`config.mk`:
```
export PLATFORM = sky130hd
export DESIGN_NAME = combo_lock_ctrl
export DESIGN_NICKNAME = d
export VERILOG_FILES = /design/src/rtl/combo_lock_ctrl.sv
export SDC_FILE = /design/constraint.sdc
export NUM_CORES = 1
export LEC_CHECK = 0
export ABC_CLOCK_PERIOD_IN_PS = 8000
export BUFFER_PORTS_ARGS = -buffer_cell sky130_fd_sc_hd__buf_4
export CORE_ASPECT_RATIO = 1.2
export CORE_MARGIN = 3
export CORE_UTILIZATION = 41
export CTS_BUF_LIST = sky130_fd_sc_hd__clkbuf_4
export CTS_CLUSTER_DIAMETER = 120
export DETAILED_ROUTE_END_ITERATION = 6
export PLACE_DENSITY = 0.57
export SYNTH_ARGS = -nofsm -noshare
export SYNTH_HDL_FRONTEND = slang
export SYNTH_SLANG_ARGS = --single-unit
```
`constraint.sdc`:
```
create_clock -name clk_i -period 8 [get_ports clk_i]
set_clock_uncertainty 0.2 [all_clocks]
set_input_delay 0.8 -clock clk_i [delete_from_list [all_inputs] [get_ports clk_i]]
set_output_delay 0.8 -clock clk_i [all_outputs]
set_load 0.1 [all_outputs]
```
`src/rtl/combo_lock_ctrl.sv`:
```
// Combination-lock sequencer: digit entry, code compare, fail/lockout tracking
// and in-field reprogramming of the code register.
`timescale 1ns/1ps
module combo_lock_ctrl #(
  parameter int unsigned           CODE_LEN       = 4,
  parameter logic [2*CODE_LEN-1:0] DEFAULT_CODE   = 8'b00_01_10_11,
  parameter int unsigned           MAX_FAIL       = 3,
  parameter int unsigned           LOCKOUT_CYCLES = 50000,
  parameter int unsigned           TIMEOUT_CYCLES = 100000
) (
  input  logic       clk_i,
  input  logic       reset_i,
  input  logic [3:0] btn_i,
  input  logic       relock_i,
  input  logic       set_code_i,
  output logic       unlocked_o,
  output logic       programming_o,
  output logic       fail_o,
  output logic       locked_out_o,
  output logic [2:0] digits_o,
  output logic [2:0] fail_count_o
);

  localparam int unsigned CW   = 2 * CODE_LEN;
  localparam int unsigned IW   = $clog2(TIMEOUT_CYCLES + 1);
  localparam int unsigned LW   = $clog2(LOCKOUT_CYCLES + 1);
  localparam logic [2:0]  LEN3 = 3'(CODE_LEN);
  localparam logic [2:0]  MF3  = 3'(MAX_FAIL);

  typedef enum logic [2:0] {
    S_LOCKED, S_ENTRY, S_OPEN, S_PROGRAM, S_LOCKOUT
  } state_e;

  state_e          state_q;
  logic [CW-1:0]   code_q, shadow_q;
  logic            match_q;
  logic [2:0]      digits_q, fail_cnt_q;
  logic [IW-1:0]   idle_q;
  logic [LW-1:0]   lock_q;
  logic            unlocked_q, programming_q, fail_q, locked_out_q;

  logic            press, onehot, hit, last, idle_done;
  logic [1:0]      dig, exp_dig;
  logic [2:0]      cnt;

  always_comb begin
    press  = |btn_i;
    onehot = $onehot(btn_i);
    case (btn_i)
      4'b0010: dig = 2'd1;
      4'b0100: dig = 2'd2;
      4'b1000: dig = 2'd3;
      default: dig = 2'd0;
    endcase
    exp_dig = '0;
    for (int unsigned i = 0; i < CODE_LEN; i++)
      if (digits_q == 3'(i)) exp_dig = code_q[2*(CODE_LEN-1-i)+1 -: 2];
    cnt       = digits_q + 3'd1;
    last      = (cnt == LEN3);
    // Match flag carries across the whole attempt; a multi-hot press poisons it.
    hit       = onehot && (dig == exp_dig) && ((state_q == S_LOCKED) || match_q);
    idle_done = (idle_q == IW'(TIMEOUT_CYCLES - 1));
  end

  always_ff @(posedge clk_i or posedge reset_i) begin
    if (reset_i) begin
      state_q       <= S_LOCKED;
      code_q        <= DEFAULT_CODE;
      shadow_q      <= '0;
      match_q       <= 1'b0;
      digits_q      <= '0;
      fail_cnt_q    <= '0;
      idle_q        <= '0;
      lock_q        <= '0;
      unlocked_q    <= 1'b0;
      programming_q <= 1'b0;
      fail_q        <= 1'b0;
      locked_out_q  <= 1'b0;
    end else begin
      fail_q <= 1'b0;
      case (state_q)
        S_LOCKED, S_ENTRY: begin
          if (press) begin
            idle_q <= '0;
            if (last) begin
              digits_q <= '0;
              if (hit) begin
                state_q    <= S_OPEN;
                unlocked_q <= 1'b1;
                fail_cnt_q <= '0;
              end else begin
                fail_q     <= 1'b1;
                fail_cnt_q <= fail_cnt_q + 3'd1;
                if (fail_cnt_q + 3'd1 == MF3) begin
                  state_q      <= S_LOCKOUT;
                  locked_out_q <= 1'b1;
                  lock_q       <= '0;
                end else begin
                  state_q <= S_LOCKED;
                end
              end
            end else begin
              state_q  <= S_ENTRY;
              digits_q <= cnt;
              match_q  <= hit;
            end
          end else if (state_q == S_ENTRY) begin
            if (idle_done) begin
              state_q  <= S_LOCKED;
              digits_q <= '0;
              idle_q   <= '0;
            end else begin
              idle_q <= idle_q + IW'(1);
            end
          end
        end
        S_OPEN: begin
          if (relock_i) begin
            state_q    <= S_LOCKED;
            unlocked_q <= 1'b0;
          end else if (set_code_i) begin
            state_q       <= S_PROGRAM;
            programming_q <= 1'b1;
            digits_q      <= '0;
            idle_q        <= '0;
          end
        end
        S_PROGRAM: begin
          if (relock_i) begin
            state_q       <= S_LOCKED;
            unlocked_q    <= 1'b0;
            programming_q <= 1'b0;
            digits_q      <= '0;
          end else if (set_code_i || (press && !onehot) || (!press && idle_done)) begin
            state_q       <= S_OPEN;
            programming_q <= 1'b0;
            digits_q      <= '0;
            idle_q        <= '0;
          end else if (press) begin
            idle_q <= '0;
            if (last) begin
              code_q        <= (shadow_q << 2) | CW'(dig);
              state_q       <= S_OPEN;
              programming_q <= 1'b0;
              digits_q      <= '0;
            end else begin
              shadow_q <= (shadow_q << 2) | CW'(dig);
              digits_q <= cnt;
            end
          end else begin
            idle_q <= idle_q + IW'(1);
          end
        end
        S_LOCKOUT: begin
          if (lock_q == LW'(LOCKOUT_CYCLES - 1)) begin
            state_q      <= S_LOCKED;
            locked_out_q <= 1'b0;
            fail_cnt_q   <= '0;
          end else begin
            lock_q <= lock_q + LW'(1);
          end
        end
        default: state_q <= S_LOCKED;
      endcase
    end
  end

  assign unlocked_o    = unlocked_q;
  assign programming_o = programming_q;
  assign fail_o        = fail_q;
  assign locked_out_o  = locked_out_q;
  assign digits_o      = digits_q;
  assign fail_count_o  = fail_cnt_q;

endmodule

```
==> key figures <==
Hold path
  • WHS Path Cells: 2
  • Min-delay src: code_q[1]$_DFFE_PP1P_
  • Sink of the worst hold path: code_q[1]$_DFFE_PP1P_
  • Worst hold-check path type: reg -> reg

Synth
  • Cells after synthesis: 364
  • Synthesized flop and latch total: 61
  • Post-synthesis simple-gate area fraction: 24.45%
  • Adder-cell share of the synthesized area: 5.727%
  • Syn Nets: 387
  • Seq/Total Area, Yosys: 44.93%
  • Yosys synthesis warning count: 0
  • Synth cell types: 59
  • Top cell type's share of synthesized area: 41.85%
  • XOR/XNOR Fraction of Synth Area: 3.341%
  • Area leader, netlist: dfrtp_1
  • Async SR Flop Fraction: 100.0%
  • Top_reg_cell synth: dfrtp_1
  • Mapped cell area: 0.003408 mm^2
  • Multiplexer share of the synthesized area: 6.057%
  • Mean area per synthesized cell: 9.363 um^2
  • EDFF count, synth: 0
  • Synth top area cells: dfrtp_1 42%, nand2_1 6.1%, ha_1 5.1%
  • Largest family of logic cells by synthesized area: simple AND/OR/NAND/NOR gates
  • Synth Area in Compound Gates: 12.08%

Pwr
  • Pint: 0.6079 mW
  • Leak: 1.665 nW
  • Sequential fraction of design power: 41.1%
  • Combinational share of power: 39.1%
  • Switch Pwr: 0.5021 mW
  • PwrDens: 294.9 mW/mm^2
  • Peak supply drop: 245.0 uV
  • Switch share: 45.23%
  • Clock share of power: 19.8%

STA
  • Crit path time final: 3.280 ns
  • Setup TNS: 0 ns
  • Slew margin rel.: 47.32%
  • # setup viols final: 0
  • Fmax: 0.3049 GHz
  • RSZ-0062 raised after global routing: false
  • Final hold slack: 0.2897 ns
  • Fin. Hold Viols: 0
  • Fin crit share: 41.00%
  • Slew @ Worst Pin: 0.7902 ns
  • Final slew viol count: 0
  • Final worst slack: 4.720 ns

Finish
  • Antenna cells: 0
  • Fill count: 763
  • # nets final: 409
  • Share of cells above drive strength 1: 16.37%
  • Commonest non-fill, non-tap cell in the layout: dfrtp_1
  • Synth-to-layout area growth: 10.43%
  • Commonest cells after routing, fill and taps aside: 57 x dfrtp_1, 55 x nand2_1, 36 x nor2_1, 32 x o21ai_0, 19 x buf_4

Drt
  • Wire per inst: 14.25 um
  • Router iterations before antenna repair: 4
  • DR vias: 2620
  • Final WL: 6.883 mm
  • Routed Antenna Nets: 0
  • # DRC: 0
  • First DRT Iteration DRCs: 113
  • Vias/cell: 5.424

Die
  • Initial core utilization: 43.24%
  • Height of the die: 105.9 um
  • Die width: 89.23 um
  • I/O pins: 18
  • Core area: 0.007883 mm^2
  • Row cnt: 35
  • Die ar.: 0.009447 mm^2

Critical path
  • CP Launch Type: input pin
  • Slowest cell on the critical path: nor2_2
  • Worst EP required: 8.06 ns
  • Worst-path cell chain: buf_4 > inv_1 > fa_1 > inv_1 > ha_1 > ha_1 > nor2_1 > o211ai_1 > and4b_1 > o22a_1 > nor2_2 > o21ai_0
  • Crit path DAT: 3.34 ns
  • Setup CP Type: in -> reg
  • Worst Path Buf+Inv: 3
  • Worst Reg-to-Reg Cells: 8
  • Critical path peak fanout: 16
  • R2r endpoint: lock_q[4]$_DFFE_PP0P_
  • Max incr delay on CP: 0.55 ns
  • CP endpoint kind: flop
  • Top delay family on crit path: adder cells
  • RR Startpoint: digits_o[0]$_DFFE_PP0P_
  • FF-to-FF setup slack: 4.98 ns

Run
  • Max_cap viols: 0

Clock network
  • Clock transition at path regs: 0.12 ns
  • Clock buffer depth: 2
  • # resized after CTS: 0
  • CTS sink cnt: 61
  • CTS H-tree lvls: 3
  • Setup repair bufs after CTS: 0
  • Clk_lat worst skew: 0.40 ns
  • CTS root buffer: clkbuf_4
  • Num CTS Buffers: 9
  • CTS tree: done
  • CTS Hold Bufs: 0

Run status
  • Result of the run: complete, no violations

Global routing
  • GRT Total Usage: 16.11%
  • Largest net degree at the start of global routing: 62
  • Aggregate global routing overflow: 0
  • Vias in the first global route: 2595
  • Wire length of the first global-routing pass: 12.10 mm
  • Initial antenna violation count: 0

Placement
  • Port Buffers: 17
  • Gpl congestion: 0.7490
  • Worst slack, placed: 4.294 ns
  • Hpwl dp: 4.892 mm
[state kept, by name, indices dropped and copies added, names as in the netlist, 3 cells and up]
signal        cells
idle_q           17
digits_o          3
state_q           3
code_q            8
lock_q           16
shadow_q          6
fail_count_o      3
[Yosys cell counts (2+ instances only)]
cell type,count
nor2b_1,4
ha_1,14
o21a_1,2
or3_1,2
nand2_1,55
buf_1,2
dfstp_2,4
a31oi_1,2
and3_1,7
mux2_2,13
and4b_1,3
a211oi_1,3
nand3_1,14
buf_2,3
nor3_1,4
and2_1,2
nor2_2,2
o211ai_1,2
dfrtp_1,57
a21oi_1,3
o21ai_0,32
a211o_1,2
nand2b_1,7
xnor2_1,10
inv_1,19
xor2_1,3
o22ai_1,6
o31ai_1,3
mux2i_1,6
nor4bb_1,4
nor4_1,4
nand4_1,5
or2_2,3
nor2_1,36
nand3b_1,2
[stage by stage]
step           total power [mW]  instance area, um^2  util (%)  std cells
3_3_place_gp             0.8947                 3621     45.94        467
4_1_cts                   1.127                 3764     47.75        483
5_1_grt                   1.189                 3764     47.75        483
3_5_place_dp             0.9008                 3621     45.94        467
6_report                  1.110                 3764     47.75        483
2_1_floorplan            0.8018                 3408         -        364
[metal layers]
metal | part of all wire [%] | GRT usage, % | vias up
li1 | - | - | 1324
met1 | 48 | 21.24 | 1259
met2 | 48 | 26.08 | 33
met3 | 2.8 | 3.362 | 4
met4 | 0.78 | 5.106 | 0
met5 | 0 | 0 | -
[logic make-up after synthesis]
group                      after synthesis
AOI/OAI and AO/OA                       66
and+or+nand+nor                        163
xor gates and xnor gates                13
DFF                                     61
buffers and inverters                   27
muxes                                   19
adders and majority gates               15
[area by class of cell]
class	count	area, um^2	share of cell area, %
Multi-Input combinational cell	276	1760	46.78
Clock inverter	7	75.07	1.995
Clock buffer	9	67.56	1.795
Timing Repair Buffer	19	142.6	3.790
Sequential cell	61	1531	40.69
Inverter	19	71.32	1.895
Tap cell	92	115.1	3.058
[power groups by stage]
| stage | combinational [mW] | clock [mW] | sequential, mW |
|---|---|---|---|
| 3_3_place_gp | 0.433 | 0 | 0.461 |
| 3_5_place_dp | 0.437 | 0 | 0.463 |
| 2_1_floorplan | 0.201 | 0 | 0.601 |
| 5_1_grt | 0.478 | 0.242 | 0.469 |
| 4_1_cts | 0.439 | 0.231 | 0.457 |
| 6_report | 0.434 | 0.220 | 0.456 |
[worst max path at each step]
stage	startpoint	endpoint	slack [ns]	cells past startpoint
after global routing	btn_i[0]	lock_q[4]$_DFFE_PP0P_	4.56	12
after detailed placement	btn_i[0]	lock_q[1]$_DFFE_PP0P_	4.29	12
after floorplan	btn_i[0]	lock_q[10]$_DFFE_PP0P_	4.76	12
final	btn_i[0]	lock_q[4]$_DFFE_PP0P_	4.72	12
after global placement	btn_i[0]	lock_q[4]$_DFFE_PP0P_	4.37	12
after CTS	btn_i[0]	lock_q[4]$_DFFE_PP0P_	4.73	12
[worst min-delay path: stages, from the launching register on]
cell,delay (ns)
dfstp_2,0.39
nand2_1,0.04
o21ai_0,0.07
Power figures use the tool's default switching activity.
